==> config.mk <==
export PLATFORM = sky130hd
export DESIGN_NAME = alloc_ctrl_flat
export DESIGN_NICKNAME = d
export VERILOG_FILES = /design/src/rtl/alloc_pkg.sv /design/src/rtl/alloc_ctrl_if.sv /design/src/rtl/alloc_ctrl_popcnt4.sv /design/src/rtl/alloc_ctrl.sv /design/src/flat_wrapper.sv
export SDC_FILE = /design/constraint.sdc
export NUM_CORES = 1
export LEC_CHECK = 0
export BUFFER_PORTS_ARGS = -buffer_cell sky130_fd_sc_hd__buf_2
export CORE_MARGIN = 3
export CORE_UTILIZATION = 48
export CTS_CLUSTER_SIZE = 12
export DETAILED_ROUTE_END_ITERATION = 6
export PLACE_DENSITY = 0.77
export SLEW_MARGIN = 20
export SYNTH_ARGS = -nofsm -noshare
export SYNTH_HDL_FRONTEND = slang
export SYNTH_HIERARCHICAL = 1
export SYNTH_SLANG_ARGS = --single-unit
==> constraint.sdc <==
create_clock -name clk -period 5.02 [get_ports clk]
set_input_delay 0.502 -clock clk [delete_from_list [all_inputs] [get_ports clk]]
set_output_delay 0.502 -clock clk [all_outputs]
set_load 0.01 [all_outputs]
==> src/rtl/alloc_pkg.sv <==
// Shared constants, state type and helpers for the physical-register free-list allocator.
// Pointers are 7 bits: a wrap bit above a 6-bit index into the 64-entry free list.
package alloc_pkg;
  localparam int NUM_PR   = 64;
  localparam int NUM_ARCH = 32;
  localparam int WIDTH    = 4;
  localparam int PTR_W    = 7;
  localparam int CNT_W    = 3;

  typedef enum logic {
    ST_RUN   = 1'b0,
    ST_FLUSH = 1'b1
  } alloc_state_e;

  // A legal retire mask is a run of ones starting at bit 0 (0000, 0001, 0011, ...).
  function automatic logic is_contig(input logic [WIDTH-1:0] v);
    return ((v & (v + WIDTH'(1))) == '0);
  endfunction
endpackage

==> src/rtl/alloc_ctrl_if.sv <==
// Rename-stage <-> allocator bundle. Decode/retire side is the master, the allocator the slave.
// Handshake: a slot with req_valid is granted only when alloc_grant shows it in the same cycle.
interface alloc_ctrl_if;
  import alloc_pkg::*;

  logic [WIDTH-1:0] req_valid;
  logic             stall_in;
  logic [WIDTH-1:0] ret_valid;
  logic             flush;
  logic [PTR_W-1:0] flush_pos;
  logic [WIDTH-1:0] alloc_grant;
  logic [PTR_W-1:0] head_pos;
  logic [PTR_W-1:0] tail_pos;
  logic [WIDTH-1:0] wr_en;
  logic             rename_stall;
  logic             list_empty;
  logic [PTR_W-1:0] free_cnt;
  logic             err;
  alloc_state_e     state;

  modport master (
    output req_valid, stall_in, ret_valid, flush, flush_pos,
    input  alloc_grant, head_pos, tail_pos, wr_en, rename_stall, list_empty, free_cnt, err, state
  );

  modport slave (
    input  req_valid, stall_in, ret_valid, flush, flush_pos,
    output alloc_grant, head_pos, tail_pos, wr_en, rename_stall, list_empty, free_cnt, err, state
  );
endinterface

==> src/rtl/alloc_ctrl_popcnt4.sv <==
// 4-bit population count, purely combinational.
module popcnt4 (
  input  logic [3:0] v,
  output logic [2:0] cnt
);
  assign cnt = 3'(v[0]) + 3'(v[1]) + 3'(v[2]) + 3'(v[3]);
endmodule

==> src/rtl/alloc_ctrl.sv <==
// Free-list allocator for register renaming: all-or-nothing group grants from head,
// retire returns at tail, single-cycle flush recovery restoring a checkpointed head.
module alloc_ctrl
  import alloc_pkg::PTR_W, alloc_pkg::CNT_W, alloc_pkg::alloc_state_e,
         alloc_pkg::ST_RUN, alloc_pkg::ST_FLUSH, alloc_pkg::is_contig;
#(
  parameter int NUM_PR   = alloc_pkg::NUM_PR,
  parameter int NUM_ARCH = alloc_pkg::NUM_ARCH,
  parameter int WIDTH    = alloc_pkg::WIDTH
) (
  input logic         clk,
  input logic         rst,
  alloc_ctrl_if.slave bus
);
  localparam logic [PTR_W-1:0] MAX_FREE = PTR_W'(NUM_PR - NUM_ARCH);

  logic [WIDTH-1:0] req_v, ret_v;
  logic [CNT_W-1:0] need, ret;
  logic [PTR_W-1:0] head_q, tail_q, free_cnt;
  logic [PTR_W-1:0] head_d, tail_d, free_d;
  alloc_state_e     state_q;
  logic             err_q;
  logic             can_alloc, refuse;

  assign req_v = bus.req_valid;
  assign ret_v = bus.ret_valid;

  popcnt4 u_need (.v(req_v), .cnt(need));
  popcnt4 u_ret  (.v(ret_v), .cnt(ret));

  // Only registered occupancy is used, so same-cycle returns cannot feed allocation.
  assign free_cnt = tail_q - head_q;

  always_comb begin
    can_alloc = 1'b0;
    refuse    = 1'b0;
    if (state_q == ST_FLUSH) begin
      refuse = 1'b1;
    end else if (!bus.stall_in && !bus.flush && need != '0) begin
      if (PTR_W'(need) <= free_cnt) can_alloc = 1'b1;
      else                          refuse    = 1'b1;
    end
  end

  assign head_d = bus.flush ? bus.flush_pos
                            : head_q + (can_alloc ? PTR_W'(need) : '0);
  assign tail_d = tail_q + PTR_W'(ret);
  assign free_d = tail_d - head_d;

  always_ff @(posedge clk or posedge rst) begin
    if (rst) begin
      state_q <= ST_RUN;
      head_q  <= '0;
      tail_q  <= MAX_FREE;
      err_q   <= 1'b0;
    end else begin
      state_q <= bus.flush ? ST_FLUSH : ST_RUN;
      head_q  <= head_d;
      tail_q  <= tail_d;
      // Sticky: overfilling the list or a gapped retire mask means upstream broke protocol.
      if (free_d > MAX_FREE || !is_contig(ret_v)) err_q <= 1'b1;
    end
  end

  assign bus.alloc_grant  = (can_alloc && !rst) ? req_v : '0;
  assign bus.rename_stall = refuse && !rst;
  assign bus.wr_en        = rst ? '0 : ret_v;
  assign bus.head_pos     = head_q;
  assign bus.tail_pos     = tail_q;
  assign bus.free_cnt     = free_cnt;
  assign bus.list_empty   = (free_cnt == '0);
  assign bus.err          = err_q;
  assign bus.state        = state_q;
endmodule

==> src/flat_wrapper.sv <==
// flat-port wrapper written by rule: the top's interface ports become plain ports
module alloc_ctrl_flat import alloc_pkg::PTR_W, alloc_pkg::CNT_W, alloc_pkg::alloc_state_e,
         alloc_pkg::ST_RUN, alloc_pkg::ST_FLUSH, alloc_pkg::is_contig;
#(
  parameter int NUM_PR   = alloc_pkg::NUM_PR,
  parameter int NUM_ARCH = alloc_pkg::NUM_ARCH,
  parameter int WIDTH    = alloc_pkg::WIDTH
)
  (clk, rst, bus_req_valid, bus_stall_in, bus_ret_valid, bus_flush, bus_flush_pos, bus_alloc_grant, bus_head_pos, bus_tail_pos, bus_wr_en, bus_rename_stall, bus_list_empty, bus_free_cnt, bus_err, bus_state);
  alloc_ctrl_if bus_i ();
  input logic clk;
  input logic rst;
  input wire logic [$bits(bus_i.req_valid)-1:0] bus_req_valid;
  input wire logic [$bits(bus_i.stall_in)-1:0] bus_stall_in;
  input wire logic [$bits(bus_i.ret_valid)-1:0] bus_ret_valid;
  input wire logic [$bits(bus_i.flush)-1:0] bus_flush;
  input wire logic [$bits(bus_i.flush_pos)-1:0] bus_flush_pos;
  output wire logic [$bits(bus_i.alloc_grant)-1:0] bus_alloc_grant;
  output wire logic [$bits(bus_i.head_pos)-1:0] bus_head_pos;
  output wire logic [$bits(bus_i.tail_pos)-1:0] bus_tail_pos;
  output wire logic [$bits(bus_i.wr_en)-1:0] bus_wr_en;
  output wire logic [$bits(bus_i.rename_stall)-1:0] bus_rename_stall;
  output wire logic [$bits(bus_i.list_empty)-1:0] bus_list_empty;
  output wire logic [$bits(bus_i.free_cnt)-1:0] bus_free_cnt;
  output wire logic [$bits(bus_i.err)-1:0] bus_err;
  output wire logic [$bits(bus_i.state)-1:0] bus_state;
  assign bus_i.req_valid = bus_req_valid;
  assign bus_i.stall_in = bus_stall_in;
  assign bus_i.ret_valid = bus_ret_valid;
  assign bus_i.flush = bus_flush;
  assign bus_i.flush_pos = bus_flush_pos;
  assign bus_alloc_grant = bus_i.alloc_grant;
  assign bus_head_pos = bus_i.head_pos;
  assign bus_tail_pos = bus_i.tail_pos;
  assign bus_wr_en = bus_i.wr_en;
  assign bus_rename_stall = bus_i.rename_stall;
  assign bus_list_empty = bus_i.list_empty;
  assign bus_free_cnt = bus_i.free_cnt;
  assign bus_err = bus_i.err;
  assign bus_state = bus_i.state;
  alloc_ctrl #(.NUM_PR(NUM_PR), .NUM_ARCH(NUM_ARCH), .WIDTH(WIDTH)) u_core (.clk(clk), .rst(rst), .bus(bus_i));
endmodule
# Yosys cells after proc, flatten, opt, wreduce, memory -nomap -nowiden
# Cells that the tools add are included.
[classes] addsub=11 eq_ne=0 bitwise=1 n_mul=0 mux=11 div=0 shift=0 magnitude_cmp=2 reduce_logical=12
[op_table] op="subtractor 7 bit" count=2
[op_table] op="adder 3 x 1 -> 3 bit" count=4
[op_table] op="2-to-1 mux 4 bit" count=2
[op_table] op="adder 7 x 3 -> 7 bit" count=1
[op_table] op="adder 7 bit" count=1
[op_table] op="> comparator 7 x 6 -> 1 bit, second input constant" count=1
[op_table] op="<= comparator 3 x 7 -> 1 bit" count=1
[op_table] op="zero test 7 bit" count=1
[op_table] op="2-to-1 mux 1 bit" count=7
[op_table] op="2-to-1 mux 7 bit" count=1
[op_table] op="adder 1 x 1 -> 2 bit" count=2
[op_table] op="adder 4 x 1 -> 4 bit, second input constant" count=1
[op_table] op="bitwise AND 4 bit" count=1
[op_table] op="logical AND 1 bit" count=4
[op_table] op="zero test 1 bit" count=4
[op_table] op="zero test 4 bit" count=1
[op_table] op="2-to-1 mux 3 bit" count=1
[op_table] op="nonzero test 3 bit" count=1
[op_table] op="logical OR 1 bit" count=1
[totals] input_bits=19 mem_bits_rw=0 rom_bits=0 wordCells=41 output_inout_bits=33 latchBits=0 n_memories=0 reg_bits=16

# Depth between registers and ports, before layout
# Gate-level depths: netlist (run 1).
[logic_depth] ltp_word=13 mapped_depth=24 depth_no_buf=23

# Cells and area by module
# Netlist (run 1), hierarchy kept.
[modules_own_cells] mod="alloc_ctrl" area_each_um2=1735.4 seq_area_each_um2=401.6 instances=1 cells_per_inst=192
[modules_own_cells] mod="popcnt4" area_each_um2=63.8 seq_area_each_um2=0.0 instances=2 cells_per_inst=8

# Least setup slack after synthesis (run 1)
# OpenSTA, ideal clock, no wires.
[synth_path] path_type="input -> register" startpoint="input port bus_req_valid[0]" endpoint="register u_core.err_q, in the netlist u_core/bus.err" path_buffers=1 stages=23 arrival_ns=5.248 setup_slack_ns=-0.352 setup_ns=0.124 required_time_ns=4.896 path_cell_list="inv_1 > fa_1 > inv_1 > ha_1 > ha_1 > ha_1 > nor2b_1 > o21a_1 > o21ai_0 > or4_1 > buf_2 > nor4b_1 > ha_1 > fa_1 > xnor2_1 > o21ai_0 > inv_1 > ha_1 > a21o_1 > maj3_2 > a221oi_2 > xnor2_1 > a211o_1"
[synth_between] elab_chain_cells=13 word_cells_on_any_way=15
[synth_rtl] element="from (decl)" line="flat_wrapper.sv:13" source="input wire logic [$bits(bus_i.req_valid)-1:0] bus_req_valid;"
[synth_rtl] element="adder 1 x 1 -> 2 bit *" line="alloc_ctrl_popcnt4.sv:6" source="assign cnt = 3'(v[0]) + 3'(v[1]) + 3'(v[2]) + 3'(v[3]);"
[synth_rtl] element="adder 3 x 1 -> 3 bit * (2 in series)" line="alloc_ctrl_popcnt4.sv:6"
[synth_rtl] element="named net u_core.need[1]" line="alloc_ctrl.sv:18" source="logic [CNT_W-1:0] need, ret;"
[synth_rtl] element="<= comparator 3 x 7 -> 1 bit or nonzero test 3 bit (tied branches)" line="alloc_ctrl.sv:40, alloc_ctrl.sv:39"
[synth_rtl] element="2-to-1 mux 1 bit or logical AND 1 bit (tied branches)" line="alloc_ctrl.sv:40, alloc_ctrl.sv:39"
[synth_rtl] element="2-to-1 mux 1 bit" line="alloc_ctrl.sv:39" source="end else if (!bus.stall_in && !bus.flush && need != '0) begin"
[synth_rtl] element="2-to-1 mux 1 bit" line="alloc_ctrl.sv:37" source="if (state_q == ST_FLUSH) begin"
[synth_rtl] element="2-to-1 mux 3 bit *" line="alloc_ctrl.sv:46" source=": head_q + (can_alloc ? PTR_W'(need) : '0);"
[synth_rtl] element="adder 7 bit *" line="alloc_ctrl.sv:46"
[synth_rtl] element="2-to-1 mux 7 bit *" line="alloc_ctrl.sv:45" source="assign head_d = bus.flush ? bus.flush_pos"
[synth_rtl] element="named net u_core.head_d[2]" line="alloc_ctrl.sv:20" source="logic [PTR_W-1:0] head_d, tail_d, free_d;"
[synth_rtl] element="subtractor 7 bit *" line="alloc_ctrl.sv:48" source="assign free_d = tail_d - head_d;"
[synth_rtl] element="> comparator 7 x 6 -> 1 bit *" line="alloc_ctrl.sv:61" source="if (free_d > MAX_FREE || !is_contig(ret_v)) err_q <= 1'b1;"
[synth_rtl] element="logical OR 1 bit *" line="alloc_ctrl.sv:61"
[synth_rtl] element="to (signal assigned)" line="alloc_ctrl.sv:55" source="err_q <= 1'b0;"
[synth_rtl] element="to (signal assigned)" line="alloc_ctrl.sv:61"
[synth_rtl] element="to (decl)" line="alloc_ctrl.sv:22" source="logic err_q;"
# Mark *: on every way through the listed nets, which the timed path passes. The rest lies on a longest branch.
# A chain may end at the register's enable or synchronous reset.

# Final worst setup path (run 1)
[layout_path] startpoint="input port bus_req_valid[3]" endpoint="register u_core.err_q, in the netlist u_core/bus.err"
[layout_between] elab_chain_cells=11 word_cells_on_any_way=13
[layout_rtl] element="adder 3 x 1 -> 3 bit *" line="alloc_ctrl_popcnt4.sv:6"
[layout_rtl] element="named net u_core.need[1]" line="alloc_ctrl.sv:18"
[layout_rtl] element="<= comparator 3 x 7 -> 1 bit or nonzero test 3 bit (tied branches)" line="alloc_ctrl.sv:40, alloc_ctrl.sv:39"
[layout_rtl] element="2-to-1 mux 1 bit or logical AND 1 bit (tied branches)" line="alloc_ctrl.sv:40, alloc_ctrl.sv:39"
[layout_rtl] element="2-to-1 mux 1 bit" line="alloc_ctrl.sv:39"
[layout_rtl] element="2-to-1 mux 1 bit" line="alloc_ctrl.sv:37"
[layout_rtl] element="2-to-1 mux 3 bit *" line="alloc_ctrl.sv:46"
[layout_rtl] element="adder 7 bit *" line="alloc_ctrl.sv:46"
[layout_rtl] element="2-to-1 mux 7 bit *" line="alloc_ctrl.sv:45"
[layout_rtl] element="named net u_core.head_d[2]" line="alloc_ctrl.sv:20"
[layout_rtl] element="subtractor 7 bit *" line="alloc_ctrl.sv:48"
[layout_rtl] element="> comparator 7 x 6 -> 1 bit *" line="alloc_ctrl.sv:61"
[layout_rtl] element="logical OR 1 bit *" line="alloc_ctrl.sv:61"
# Marks and branches as above.

==> out/metrics.cfg, run 1 <==
[run_status]
status=complete, but fails checks
violations=negative setup slack

[critical_path]
worstReg2RegEnd=u_core/bus.err$_DFFE_PP0P_
slowest_delay_ns=0.52
slowest_stage=fa_1
critPathMaxFanout=4
critical_path_class=input port to flop
crit_path_end_kind=flop
start_kind=input port
ff2ff_path_depth=22
required_ns=5.16
reg2reg_from=u_core/bus.tail_pos[0]$_DFF_PP0_
path_cells=buf_2 -> inv_1 -> fa_1 -> inv_1 -> ha_2 -> ha_4 -> ha_4 -> nor2b_1 -> o21a_1 -> o21ai_0 -> or4_4 -> nor4b_4 -> ha_2 -> fa_2 -> xnor2_1 -> o21ai_1 -> inv_1 -> ha_4 -> a21o_1 -> maj3_2 -> a221oi_2 -> xnor2_1 -> a211o_1
arrival_ns=5.17
reg2reg_setup_slack_ns=0.10

[cells_and_area]
multiInputGateArea_um2=1400
antennaDiodeCount=0
fin_util=0.663
nets=327
layout-drive-gt1-share=0.392
design_area_um2=2440
ff_latch_area_um2=402
area_delta_synth_final_pct=31.2
fill_cells=328

[timing]
clock.fmax_ghz=0.199
clock_skew_ns=0.00692
period_minus_slack_ns=5.02
hold_viol_final=0
rsz0062_at_grt=yes
final-setup-viol-count=1
fin_ws_ns=-0.00361
worst_hold_slack_ns=0.397
report.final.slew_viol_count=0
slew_headroom=0.535
final.period_utilization=1.00
worst_pin_slew_ns=0.697

[synth]
syn_area_um2=1860
synth.top_cell.area_share=0.201
synth_top_area_cell=dfrtp_1
synthCells=208
synthTopCellsByArea=dfrtp_1 20%, ha_1 15%, inv_1 7.3%
synth-edff-count=0
seq_area_frac_synth=0.216
yosys_most_used_dff=dfrtp_1
async_reset_ff_frac=1.00
synth_area_per_cell_um2=8.96
yosysWarningCount=6
ys_seq_elements=16
synth_nets=256
synth.distinct_cells=54

[pwr]
ir_drop_mv=0.467
leakage_nw=1.26
total_power_w=0.00148
p_per_area_nw_per_um2=607

[floorplan]
die-area_um2=4660
num_io_pins=52
die_y_um=68.3
start_util=0.505
die-width_um=68.3
design.core.area_um2=3690
placementRows=22

[clock_tree]
cts_buffers=3
clk_path_buf_depth=2
cts.sinks=16
clock_latency_ns=0.25
h-tree-depth=1
hold_buffers=0
cts_tree=done
clkTransAtPathRegs_ns=0.07
cts_root_buffer=clkbuf_8

[global_route]
grt_pass1_wl_um=7310
grt_max_degree=21
grt_pass1_vias=1658
antenna_found_initial=0
overflow=0
track_usage=0.206

[drt]
vias_per_cell=5.30
highest_layer=met4
route.met2.wl_um=2240
dr.pass1.iters=4
ant_nets=0
drt-initial-drc-count=57
met1_length_um=2010
wl_met3_um=114
drc=0
wl_per_cell_um=13.7
routed_wl_um=4480
num_vias=1729

[placed_design]
place_area_um2=2360
pre_cts_slack_ns=-0.337
place_congestion=0.820
dp_hpwl_um=3730
portBuffers=51

[worst_hold_path]
hp-class=input port to asynchronous set/reset pin

[job]
cap_violations=0

==> synthesized netlist by cell type (2+ instances only) <==
| cell | count |
|---|---|
| inv_1 | 36 |
| a21oi_2 | 3 |
| o21ai_0 | 9 |
| ha_1 | 23 |
| xor2_1 | 6 |
| nor4_1 | 2 |
| nor2_1 | 8 |
| nor2b_1 | 7 |
| nand3_1 | 3 |
| o21ai_2 | 2 |
| a21o_1 | 4 |
| and4_1 | 4 |
| and4bb_2 | 2 |
| a211o_1 | 2 |
| fa_1 | 6 |
| dfrtp_1 | 15 |
| a21oi_1 | 5 |
| and3_1 | 2 |
| nand2_1 | 11 |
| mux2_2 | 5 |
| xnor2_1 | 10 |
| nor3_1 | 3 |
| nor4b_1 | 2 |
| buf_2 | 2 |
| nor3b_1 | 7 |
==> state kept, by name (all words and copies together), names as in the netlist <==
name,count
u_core/bus.head_pos,7
u_core/bus.err,1
u_core/bus.state,1
u_core/bus.tail_pos,7
==> metal layers <==
metal	up-vias	track usage
met5	-	0
met4	0	0.0819
met3	9	0.0115
met2	27	0.350
met1	827	0.273
li1	866	-
==> cells in the final DEF, fill, tap and decap left out, types with 4 or more instances in the layout <==
cell type / netlist / final
mux2_2: 5 / 5
dfrtp_1: 15 / 15
nor2_1: 8 / 8
clkbuf_8: 0 / 4
xor2_1: 6 / 6
buf_2: 2 / 51
o21ai_0: 9 / 8
inv_1: 36 / 36
fa_1: 6 / 4
a21oi_2: 3 / 5
xnor2_1: 10 / 10
nor2b_1: 7 / 7
a21o_1: 4 / 4
buf_4: 0 / 18
nor3b_1: 7 / 6
nand2_1: 11 / 11
and4_1: 4 / 4
ha_1: 23 / 18
==> logic make-up (layout without fill, tap and decap cells) <==
kind of cell / count (synthesis) / count (layout) / share of synthesized area
AO/OA/AOI/OAI: 42 / 42 / 0.171
buffers and inverters: 39 / 109 / 0.0799
XOR/XNOR: 17 / 17 / 0.0839
flip-flops: 16 / 16 / 0.216
adder cells (fa/ha/maj): 30 / 30 / 0.225
multiplexers: 6 / 6 / 0.0356
AND/OR/NAND/NOR: 58 / 58 / 0.189
==> cell type report <==
type | count | share of cell area
repair buffers | 69 | 0.160
flip-flops and latches | 16 | 0.164
clock buffers | 4 | 0.0225
multi-input cells | 153 | 0.574
well taps | 48 | 0.0246
inverters | 36 | 0.0553
==> stage by stage <==
stage,setup TNS (ns),std cells
floorplan,-0.0248,208
global placement,-0.206,321
detailed placement,-0.337,321
CTS,0,325
global route,-0.212,326
finish,-0.00361,326
==> where the power goes <==
group	leakage, nW	switching, W	internal (W)
Sequential	0.185	0.0000475	0.000171
Clock	0.0288	0.0000459	0.0000696
Combinational	1.05	0.000602	0.000548
==> repair_timing <==
item	4_1_cts	5_1_grt
pin swaps	2	2
endpoints found under the setup margin	1	1
gates resized for setup	1	3
buffers inserted	0	1
==> worst max-delay path, delay by kind of cell <==
kind / cells / cell delay (ns)
buffers and inverters: 4 / 0.28
adder cells (fa/ha/maj): 8 / 2.36
AND/OR/NAND/NOR: 3 / 0.72
XOR/XNOR: 2 / 0.22
AO/OA/AOI/OAI: 6 / 1.07
==> how the worst max path moves through the flow <==
stage,from,endpoint,depth (start not counted)
global placement,bus_req_valid[3],u_core/bus.err$_DFFE_PP0P_,23
CTS,bus_req_valid[3],u_core/bus.err$_DFFE_PP0P_,25
global route,bus_req_valid[3],u_core/bus.err$_DFFE_PP0P_,23
floorplan,bus_req_valid[3],u_core/bus.err$_DFFE_PP0P_,23
finish,bus_req_valid[3],u_core/bus.err$_DFFE_PP0P_,23
detailed placement,bus_req_valid[3],u_core/bus.err$_DFFE_PP0P_,23
Power figures use the tool's default switching activity.
==> run 2: changes to the inputs <==
--- a/config.mk
+++ b/config.mk
@@ -10,6 +10,7 @@
 export CORE_UTILIZATION = 48
 export CTS_CLUSTER_SIZE = 12
 export DETAILED_ROUTE_END_ITERATION = 6
+export GPL_TIMING_DRIVEN = 0
 export PLACE_DENSITY = 0.77
 export SLEW_MARGIN = 20
 export SYNTH_ARGS = -nofsm -noshare
==> run 2 against run 1 <==
  * The flow still finishes with violations (negative setup slack)
  * Clock skew fell by 0.0035 ns
  * Utilization fell by 3.0 points
  * Sequential cell count did not move
  * Non-clock buffer count fell by 15
  * Hold slack got worse by 0.018 ns
  * Final area fell by 4.5%
  * Clock power fell by 14%
  * Critical path depth rose by 1
  * Wire length fell by 6.7%
  * Final cell count fell by 4.6%
  * Worst setup slack got worse by 0.053 ns
  * Critical path type unchanged
  * Largest cell class unchanged
  * Highest routed layer unchanged
==> out/metrics.cfg, run 2 (synthesis gave the netlist of run 1 again) <==
[clock_tree]
cts.sinks=16  ; unchanged
h-tree-depth=1  ; unchanged
cts_tree=done
cts_buffers=3  ; unchanged
clock_latency_ns=0.25  ; about the same
cts_root_buffer=clkbuf_8
clk_path_buf_depth=2  ; unchanged
post_cts_buffers=0  ; unchanged
clkTransAtPathRegs_ns=0.06  ; about the same

[cells_and_area]
fill_cells=329  ; +0.30%
final_cell_mix=51 x buf_2, 35 x inv_1, 17 x ha_1
nets=312  ; -4.6%
antennaDiodeCount=0  ; unchanged
layout-drive-gt1-share=0.354  ; -0.0385
area_delta_synth_final_pct=25.4
final_common_cell=buf_2

[placed_design]
dp_hpwl_um=3440  ; -7.9%
place_congestion=0.815  ; -0.56%
portBuffers=51  ; unchanged

[global_route]
grt_pass1_wl_um=6560  ; -10%
overflow=0  ; unchanged
grt_pass1_vias=1501  ; -9.5%
track_usage=0.185  ; -0.0219
antenna_found_initial=0  ; unchanged
grt_max_degree=19  ; -9.5%

[critical_path]
arrival_ns=5.21  ; +0.04 ns
slowest_delay_ns=0.52  ; about the same
critical_path_class=input port to flop
slowest_stage=fa_1
cp_common_cell=ha_4
reg2reg_from=u_core/bus.tail_pos[0]$_DFF_PP0_
critPathMaxFanout=8  ; +4
required_ns=5.16  ; about the same
start_kind=input port
crit_path_start=bus_req_valid[3]
crit_path_end_kind=flop
ff2ff_path_depth=23  ; +4.5%
reg2reg_setup_slack_ns=-0.01  ; -0.11 ns
path_cells=buf_6 -> inv_2 -> fa_1 -> inv_1 -> ha_2 -> ha_4 -> ha_4 -> nor2b_1 -> o21a_1 -> o21ai_1 -> or4_1 -> buf_6 -> nor4b_4 -> ha_2 -> fa_2 -> xnor2_1 -> o21ai_1 -> inv_1 -> ha_4 -> a21o_1 -> maj3_2 -> a221oi_2 -> xnor2_1 -> a211o_1
worstReg2RegEnd=u_core/bus.err$_DFFE_PP0P_

[drt]
ant_nets=0  ; unchanged
drc=0  ; unchanged
wl_per_cell_um=13.4  ; -2.2%
routed_wl_um=4180  ; -6.7%
vias_per_cell=5.34  ; +0.70%
num_vias=1661  ; -3.9%
drt-initial-drc-count=38  ; -33%
dr.pass1.iters=4  ; unchanged

[worst_hold_path]
min_to=u_core/bus.state$_DFF_PP0_
hp-start=bus_flush
whs_path_depth=1
hp-class=input port to flop

[timing]
final-setup-viol-count=1  ; unchanged
worst_hold_slack_ns=0.379  ; -0.0179 ns
period_minus_slack_ns=5.08  ; +0.0527 ns
final.period_utilization=1.01  ; +0.0105
rsz0062_at_grt=yes
worst_pin_slew_ns=0.666  ; -0.0305 ns
report.final.slew_viol_count=0  ; unchanged
clock.fmax_ghz=0.197  ; -1.0%
fin_ws_ns=-0.0564  ; -0.0527 ns
hold_viol_final=0  ; unchanged
slew_headroom=0.556  ; +0.0204
clock_skew_ns=0.00343  ; -0.00349 ns

[pwr]
p_per_area_nw_per_um2=591  ; -2.6%
ir_drop_mv=0.336  ; -28%
total_power_w=0.00138  ; -7.0%
leakage_nw=1.19  ; -5.9%

[floorplan]
placementRows=22  ; unchanged
die-width_um=68.3  ; unchanged
die_y_um=68.3  ; unchanged
num_io_pins=52  ; unchanged
start_util=0.505  ; unchanged
die-area_um2=4660  ; unchanged
design.core.area_um2=3690  ; unchanged

[job]
cap_violations=0  ; unchanged

[run_status]
status=complete, but fails checks
violations=negative setup slack

run 2: worst max-delay path by stage:
stage                                             to  slack (ns)  cells past startpoint
after floorplan           u_core/bus.err$_DFFE_PP0P_       -0.02                     23
after global placement    u_core/bus.err$_DFFE_PP0P_       -0.45                     25
after detailed placement  u_core/bus.err$_DFFE_PP0P_       -0.49                     25
after CTS                 u_core/bus.err$_DFFE_PP0P_       -0.04                     24
after global routing      u_core/bus.err$_DFFE_PP0P_       -0.29                     24
final                     u_core/bus.err$_DFFE_PP0P_       -0.06                     24
run 2: what timing repair did:
action / in CTS / in global routing
endpoints found under the setup margin: 1 / 1
pin swaps: 7 / 3
hold buffers: 0 / 0
resized for setup: 10 / 3
run 2: worst max-delay path, delay by kind of cell:
family | cells | cell delay (ns)
XOR/XNOR | 2 | 0.27
AND/OR/NAND/NOR | 3 | 0.67
buffers and inverters | 5 | 0.41
adder cells (fa/ha/maj) | 8 | 2.32
AO/OA/AOI/OAI | 6 | 1.06
run 2: final cells by class:
class	instances	area, um2	area share
multi-input cells	153	1410	0.605
flip-flops and latches	16	402	0.172
repair buffers	51	262	0.112
inverters	36	135	0.0578
well taps	48	60.1	0.0257
clock buffers	4	45.0	0.0193
plain buffers	3	20.0	0.00857
run 2: stage by stage:
stage | setup WS (ns) | area (um2) | util | TNS [ns] | std cells
2_1_floorplan | -0.0248 | 1930 | - | -0.0248 | 208
3_3_place_gp | -0.454 | 2250 | 0.610 | -0.454 | 307
3_5_place_dp | -0.491 | 2250 | 0.610 | -0.491 | 307
4_1_cts | -0.0367 | 2330 | 0.631 | -0.0367 | 311
5_1_grt | -0.286 | 2340 | 0.633 | -0.286 | 311
6_report | -0.0564 | 2340 | 0.633 | -0.0564 | 311
run 2: layer usage:
metal | vias up | wire length (um) | share of wire | GRT usage
li1 | 830 | - | - | -
met1 | 789 | 1850 | 0.44 | 0.245
met2 | 36 | 2110 | 0.50 | 0.309
met3 | 6 | 156 | 0.037 | 0.00821
met4 | 0 | 64 | 0.015 | 0.0819
met5 | - | 0 | 0 | 0
run 2: power by group:
group | internal, W | switching [W] | leakage, nW | total [W]
sequential | 0.000171 | 0.0000566 | 0.185 | 0.000228
combinational | 0.000491 | 0.000561 | 0.978 | 0.00105
clock | 0.0000562 | 0.0000440 | 0.0228 | 0.000100
total | 0.000719 | 0.000662 | 1.19 | 0.00138
